## config.mk

```make
export PLATFORM = sky130hd
export DESIGN_NAME = flag_file_pipe
export DESIGN_NICKNAME = d
export VERILOG_FILES = /design/src/rtl/flag_pkg.sv /design/src/rtl/dff.sv /design/src/rtl/flag_file_pipe_cond_eval.sv /design/src/rtl/flag_file_pipe.sv
export SDC_FILE = /design/constraint.sdc
export NUM_CORES = 1
export LEC_CHECK = 0
export BUFFER_PORTS_ARGS = -buffer_cell sky130_fd_sc_hd__buf_2
export CELL_PAD_IN_SITES_DETAIL_PLACEMENT = 1
export CELL_PAD_IN_SITES_GLOBAL_PLACEMENT = 1
export CORE_AREA = 2 2 39 41
export CTS_CLUSTER_SIZE = 10
export DETAILED_ROUTE_END_ITERATION = 8
export DIE_AREA = 0 0 41 43
export GPL_ROUTABILITY_DRIVEN = 0
export PLACE_DENSITY_LB_ADDON = 0.25
export SYNTH_ARGS = -nofsm -noshare
export SYNTH_HDL_FRONTEND = slang
export SYNTH_SLANG_ARGS = --single-unit
```

## constraint.sdc

```tcl
create_clock -name clk -period 3.1 [get_ports clk]
set_clock_uncertainty 0.05 [all_clocks]
set_input_delay 0.31 -clock clk [delete_from_list [all_inputs] [get_ports clk]]
set_output_delay 0.31 -clock clk [all_outputs]
set_load 0.05 [all_outputs]
```

## src/rtl/flag_pkg.sv

```systemverilog
// Shared flag-file definitions: condition codes, default flag indices,
// and the 3-bit flag vector type used by branch and ALU logic.
package flag_pkg;

    localparam logic [2:0] CC_NEQ = 3'b000;
    localparam logic [2:0] CC_EQ  = 3'b001;
    localparam logic [2:0] CC_GT  = 3'b010;
    localparam logic [2:0] CC_LT  = 3'b011;
    localparam logic [2:0] CC_GTE = 3'b100;
    localparam logic [2:0] CC_LTE = 3'b101;
    localparam logic [2:0] CC_OV  = 3'b110;
    localparam logic [2:0] CC_UNC = 3'b111;

    localparam int Z_IDX_DEF = 2;
    localparam int V_IDX_DEF = 1;
    localparam int N_IDX_DEF = 0;

    typedef logic [2:0] flags3_t;

    function automatic flags3_t pack_zvn(input logic z, input logic v, input logic n);
        flags3_t f;
        f            = '0;
        f[Z_IDX_DEF] = z;
        f[V_IDX_DEF] = v;
        f[N_IDX_DEF] = n;
        return f;
    endfunction

endpackage

```

## src/rtl/dff.sv

```systemverilog
// Single flag storage cell: synchronous active-high reset, load on wen.
// Reset takes priority over any load.
module dff (
    input  logic clk,
    input  logic rst,
    input  logic wen,
    input  logic d,
    output logic q
);

    always_ff @(posedge clk) begin
        if (rst) begin
            q <= 1'b0;
        end else if (wen) begin
            q <= d;
        end
    end

endmodule

```

## src/rtl/flag_file_pipe_cond_eval.sv

```systemverilog
// Combinational branch-condition evaluator on Z/V/N.
// Shared between the flag file and the branch unit.
module flag_cond_eval
    import flag_pkg::*;
(
    input  logic [2:0] ccc,
    input  logic       z,
    input  logic       v,
    input  logic       n,
    output logic       cond_true
);

    always_comb begin
        cond_true = 1'b0;
        unique case (ccc)
            CC_NEQ: cond_true = ~z;
            CC_EQ:  cond_true = z;
            CC_GT:  cond_true = ~z & ~n;
            CC_LT:  cond_true = n;
            CC_GTE: cond_true = z | (~z & ~n);
            CC_LTE: cond_true = n | z;
            CC_OV:  cond_true = v;
            CC_UNC: cond_true = 1'b1;
            default: cond_true = 1'b0;
        endcase
    end

endmodule

```

## src/rtl/flag_file_pipe.sv

```systemverilog
// Pipelined condition-flag file with bypass, stall/flush squash and change pulse.
// Optional FLAG_SHADOW_EN adds a save/restore shadow for trap entry/exit.
module flag_file_pipe
    import flag_pkg::*;
#(
    parameter int NFLAGS = 3,
    parameter int Z_IDX  = Z_IDX_DEF,
    parameter int V_IDX  = V_IDX_DEF,
    parameter int N_IDX  = N_IDX_DEF,
    parameter int BYPASS = 1
) (
    input  logic              clk,
    input  logic              rst,
    input  logic [NFLAGS-1:0] wen,
    input  logic [NFLAGS-1:0] flags_in,
    input  logic              stall,
    input  logic              flush,
    input  logic [2:0]        ccc,
`ifdef FLAG_SHADOW_EN
    input  logic              save,
    input  logic              restore,
`endif
    output logic [NFLAGS-1:0] flags_out,
    output logic [NFLAGS-1:0] flags_eff,
    output logic              cond_true,
    output logic              flags_chg
);

    logic [NFLAGS-1:0] qwen;
    logic [NFLAGS-1:0] flags_q;
    logic [NFLAGS-1:0] wr_en;
    logic [NFLAGS-1:0] wr_val;

    assign qwen = wen & {NFLAGS{~stall & ~flush}};

`ifdef FLAG_SHADOW_EN
    logic [NFLAGS-1:0] shadow;

    // Shadow captures the pre-update value; restore wins over save.
    always_ff @(posedge clk) begin
        if (rst) begin
            shadow <= '0;
        end else if (save && !restore) begin
            shadow <= flags_q;
        end
    end

    assign wr_en  = restore ? {NFLAGS{1'b1}} : qwen;
    assign wr_val = restore ? shadow : flags_in;
`else
    assign wr_en  = qwen;
    assign wr_val = flags_in;
`endif

    for (genvar i = 0; i < NFLAGS; i++) begin : g_bit
        dff u_dff (
            .clk (clk),
            .rst (rst),
            .wen (wr_en[i]),
            .d   (wr_val[i]),
            .q   (flags_q[i])
        );
    end

    always_ff @(posedge clk) begin
        if (rst) begin
            flags_chg <= 1'b0;
        end else begin
            flags_chg <= |(wr_en & (wr_val ^ flags_q));
        end
    end

    assign flags_out = flags_q;

    if (BYPASS != 0) begin : g_byp
        assign flags_eff = (wr_en & wr_val) | (~wr_en & flags_q);
    end else begin : g_nobyp
        assign flags_eff = flags_q;
    end

    flag_cond_eval u_cond (
        .ccc       (ccc),
        .z         (flags_eff[Z_IDX]),
        .v         (flags_eff[V_IDX]),
        .n         (flags_eff[N_IDX]),
        .cond_true (cond_true)
    );

endmodule

```

### After elaboration in Yosys (flattened, before gate mapping)

Cells that the tools add are included.

* eq/ne operators: 7
* multipliers: 0
* reduce and logical (&&, ||, !) cells: 2
* divide/modulo/power cells: 0
* shifts and indexed selects: 0
* magnitude comparators: 0
* mux-type cells: 1
* bitwise operators: 15
* $add $sub $neg: 0

Operators with widths (count)
* 3-bit bitwise AND: 4
* 3-bit == test (second input constant): 4
* 1-bit case mux with 8 select lines: 1
* 3-bit by 2-bit == test with 1-bit output (second input constant): 2
* 1-bit NOT: 4
* 3-bit by 1-bit == test with 1-bit output (second input constant): 1
* 3-bit logical NOT: 1
* 3-bit NOT: 1
* 3-bit bitwise OR: 1
* 3-bit OR reduction: 1
* 3-bit bitwise XOR: 1
* 1-bit bitwise AND: 2
* 1-bit bitwise OR: 2

* input port bits: 13
* output and inout port bits: 8
* memories: 0
* bits in latches: 0
* ROM bits: 0
* register bits: 4
* memory bits (writable): 0

### Depth between registers and ports, before layout

* word-level depth: 10
* depth in mapped cells: 4
* gate-level depth less buffers: 4

### Hierarchy

A second synthesis with hierarchy kept.

* cells, all modules: 35
* area total of the unflattened synthesis: 327.8 um^2

Modules (own cells, without submodules)
* flag_file_pipe: times used 1, cells each 15, sequential area each 20.0 um^2, area each 150.1 um^2
* dff: times used 3, cells each 3, sequential area each 20.0 um^2, area each 33.8 um^2
* flag_cond_eval: times used 1, cells each 11, sequential area each 0.0 um^2, area each 76.3 um^2

### Worst setup path after synthesis

Ideal clock, no wire load.

* path kind: input port to output port
* from: input flush
* to: output cond_true
* stages: 4
* data arrival time: 1.276 ns
* data required time: 2.740 ns
* path buffers: 0
* path slack: 1.464 ns
* path through: nand4bb_1 o211ai_1 a21oi_1 o211ai_2

* cells in the longest elaborated chain, start to end: 10

Ends and longest elaborated chain
* start: declaration: line flag_file_pipe.sv:17 `input logic flush,`
* 1-bit NOT (*): line flag_file_pipe.sv:34 `assign qwen = wen & {NFLAGS{~stall & ~flush}};`
* 1-bit bitwise AND (*): line flag_file_pipe.sv:34
* 3-bit bitwise AND (*): line flag_file_pipe.sv:34
* 3-bit NOT: line flag_file_pipe.sv:76 `assign flags_eff = (wr_en & wr_val) | (~wr_en & flags_q);`
* 3-bit bitwise AND: line flag_file_pipe.sv:76
* 3-bit bitwise OR (*): line flag_file_pipe.sv:76
* 1-bit NOT (on tied branches): line flag_file_pipe_cond_eval.sv:16, flag_file_pipe_cond_eval.sv:18, flag_file_pipe_cond_eval.sv:20
* 1-bit bitwise AND: line flag_file_pipe_cond_eval.sv:18, flag_file_pipe_cond_eval.sv:20
* 1-bit bitwise OR: line flag_file_pipe_cond_eval.sv:20 `CC_GTE: cond_true = z | (~z & ~n);`
* 1-bit case mux with 8 select lines (*): line flag_file_pipe_cond_eval.sv:15 `unique case (ccc)`
* end: declaration: line flag_file_pipe.sv:25 `output logic cond_true,`

Mark *: on every way between the ends. The rest lies on a longest branch, timed or not.

### Worst setup path after layout

* from: input stall
* to: output cond_true

* cells in the longest elaborated chain, start to end: 10

Ends and longest elaborated chain
* start: declaration: line flag_file_pipe.sv:16 `input logic stall,`
* 1-bit NOT (*): line flag_file_pipe.sv:34
* 1-bit bitwise AND (*): line flag_file_pipe.sv:34
* 3-bit bitwise AND (*): line flag_file_pipe.sv:34
* 3-bit NOT: line flag_file_pipe.sv:76
* 3-bit bitwise AND: line flag_file_pipe.sv:76
* 3-bit bitwise OR (*): line flag_file_pipe.sv:76
* 1-bit NOT (on tied branches): line flag_file_pipe_cond_eval.sv:16, flag_file_pipe_cond_eval.sv:18, flag_file_pipe_cond_eval.sv:20
* 1-bit bitwise AND: line flag_file_pipe_cond_eval.sv:18, flag_file_pipe_cond_eval.sv:20
* 1-bit bitwise OR: line flag_file_pipe_cond_eval.sv:20
* 1-bit case mux with 8 select lines (*): line flag_file_pipe_cond_eval.sv:15

Marks and branches as above.

==> summary.md <==
| Metric | Value |
|---|---|
| Synth unique cells | `20` |
| Largest net degree at the start of global routing | `7` |
| Largest delay share family, worst path | `compound AO/OA/AOI/OAI gates` |
| Filler Cell Count | `182` |
| Max cap viols | `0` |
| Area Overhead vs Synth | `27.0%` |
| Post-route ant nets | `0` |
| Clock slew at reported path FFs | `~40 ps` |
| CTS Buf Count | `3` |
| Final setup violating endpoints | `0` |
| Post-route clock period utilization | `between 60% and 70%` |
| Clock sinks | `4` |
| Avg WL per Cell | `between 10 and 15 um` |
| Worst Path Buf+Inv | `2` |
| Run status | `complete, no violations` |
| CTS tree | `built` |
| Leak | `~0.23 nW` |
| Ys Warns | `0` |
| Share of cells above drive strength 1 | `between 50% and 60%` |
| Max Slew Vio Count | `0` |
| Least-Margin Pin Slew | `301 ps` |
| Req. time, crit path | `2740 ps` |
| Boundary Pins | `21` |
| DR DRC count | `0` |
| Die H | `roughly 43 um` |
| Worst setup EP type | `output pin` |
| H-Tree Depth | `1` |
| Hold path depth | `2` |
| Yosys reg bits | `4` |
| Most frequent cells in the layout | `20 x buf_2, 4 x inv_1, 4 x dfxtp_1` |
| Post-cts sizing count | `0` |
| Hold Vio Cnt, Final | `0` |
| Stages on worst setup path | `6` |
| Setup Buffers After CTS | `0` |
| Syn Area/Cell | `9.27 um^2` |
| Total Die Area | `0.00176 mm^2` |
| Initial antenna violation count | `0` |
| Total power | `0.179 mW` |
| ANT cells | `0` |
| HP Start | `rst` |
| Crit-path max FO | `6` |
| CTS Hold Bufs | `0` |
| CP arrival | `1570 ps` |
| Worst vdd ir | `roughly 230 uV` |
| Pre-antenna DRT Iters | `4` |
| Hold Crit Class | `in -> reg` |
| Synth area leader | `dfxtp_1` |
| Gate Count Post-Synth | `39` |
| DRT iter0 DRCs | `4` |
| Fin Setup TNS | `0 ps` |
| Sequential cell area fraction in the yosys report | `around 22%` |
| Starting Density | `a little over a quarter` |
| Chip width | `41 um` |
| Worst Reg-to-Reg Cells | `3` |
| Fmax | `between 500 and 600 MHz` |
| HPWL after DPL | `747 um` |
| GRT Total Usage | `about 11%` |
| IO Port Bufs | `20` |
| Commonest non-fill, non-tap cell in the layout | `buf_2` |
| CP cell instances | `buf_2 -> nor3b_2 -> o21ai_2 -> a2111o_1 -> o211ai_2 -> buf_2` |
| WL final | `just under 900 um` |
| Reg2Reg Launch Point | `g_bit[0].u_dff.q$_SDFFE_PP0N_` |
| RSZ-0062 raised after global routing | `no` |
| Remaining Overflow, GRT | `0` |
| Internal reg-to-reg setup slack | `a little over 2000 ps` |
| Slowest stage cell, crit path | `a2111o_1` |
| Total number of vias | `approximately 350` |
| Nets | `71` |
| Number of global-route vias before repair | `320` |
| Synth Cell Area | `362 um^2` |
| Via density | `4.89` |
| Slowest cell delay on critical path | `420 ps` |
| Tmin final | `1930 ps` |
| Synthesized Nets | `52` |
| Placement Cell Area | `roughly 440 um^2` |
| Root Buffer | `clkbuf_4` |
| Largest cells by area after synthesis | `dfxtp_1 22%, buf_4 12%, nor3b_2 10%` |
| Clk Latency, worst-skew pair | `230 ps` |
| Critical path class | `in -> out` |
| Post-route cell area | `approximately 460 um^2` |
| PwrDens | `389 mW/mm^2` |
| CP Launch Type | `input pin` |
| FF-to-FF End | `flags_chg$_SDFF_PP0_` |
| Crit path top cell by count | `buf_2` |
| Row cnt | `14` |
| Slew HR | `79.4%` |
| Max Root-Sink Buffers | `2` |
| Worst Hold Path EP | `g_bit[2].u_dff.q$_SDFFE_PP0N_` |
| Global-route wire length before repair | `1350 um` |
| Synth top area share | `22.1%` |
| Core footprint | `0.00138 mm^2` |
kinds of logic (layout without fill, tap and decap cells):
| family | after synthesis | count (layout) | share of synthesized area (%) |
|---|---|---|---|
| and+or+nand+nor | 10 | 10 | 24.6 |
| xor gates and xnor gates | 3 | 3 | 7.27 |
| DFF | 4 | 4 | 22.1 |
| AOI/OAI and AO/OA | 11 | 11 | 26.6 |
| muxes | 1 | 1 | 2.77 |
| buffers and inverters | 10 | 27 | 16.6 |
registers in the layout (all words and copies together), names as in the netlist:
register / cells
g_bit.u_dff.q: 3
flags_chg: 1
Yosys cell counts, drive strengths merged:
library cell and n:
mux2i 1, nand4bb 2, o211a 1, nand2b 1
o21ai 3, a221o 1, inv 4, a222oi 1
nor2b 2, nor2 1, buf 6, o211ai 3
nor3b 3, nor4 1, dfxtp 4, a21oi 1
a2111o 1, xor2 3
layout make-up:
type | count | area (um^2) | area share, %
flip-flops and latches | 4 | 80.1 | 17.4
multi-input cells | 25 | 221 | 48.2
repair buffers | 20 | 100 | 21.8
well taps | 16 | 20.0 | 4.36
inverters | 4 | 15.0 | 3.27
clock buffers | 3 | 22.5 | 4.90
worst max-delay path by stage:
stage | slack, ps | from | to
floorplan | 1460 | flush | cond_true
global placement | 1130 | stall | cond_true
detailed placement | 1150 | stall | cond_true
CTS | 1150 | stall | cond_true
global route | 1070 | stall | cond_true
finish | 1170 | stall | cond_true
per-layer routing:
metal	up-vias	GRT usage, %	part of all wire (%)	routed length [um]
met5	-	0	0	0
met2	18	15.9	42	376
met3	0	7.85	11	100
met4	0	2.00	0	0
met1	161	14.5	46	413
li1	173	-	-	-
through the flow:
step / setup WS [ps] / util, % / cells / hold slack, ps
5_1_grt: 1070 / 33.2 / 72 / 231
3_5_place_dp: 1150 / 31.6 / 69 / 485
3_3_place_gp: 1130 / 31.6 / 69 / 483
2_1_floorplan: 1460 / - / 39 / 332
6_report: 1170 / 33.2 / 72 / 243
4_1_cts: 1150 / 33.2 / 72 / 234
worst register-to-register path: stages, from the launching register on:
cell and delay [ps]:
dfxtp_1 320, xor2_1 140, a222oi_1 330, nor4_1 80
power breakdown:
group / switching [mW] / internal [mW]
Combinational: 0.0391 / 0.0208
Clock: 0.0207 / 0.0433
Sequential: 0.00131 / 0.0536
Total: 0.0611 / 0.118
No activity file was read; power rests on OpenSTA's default activity.
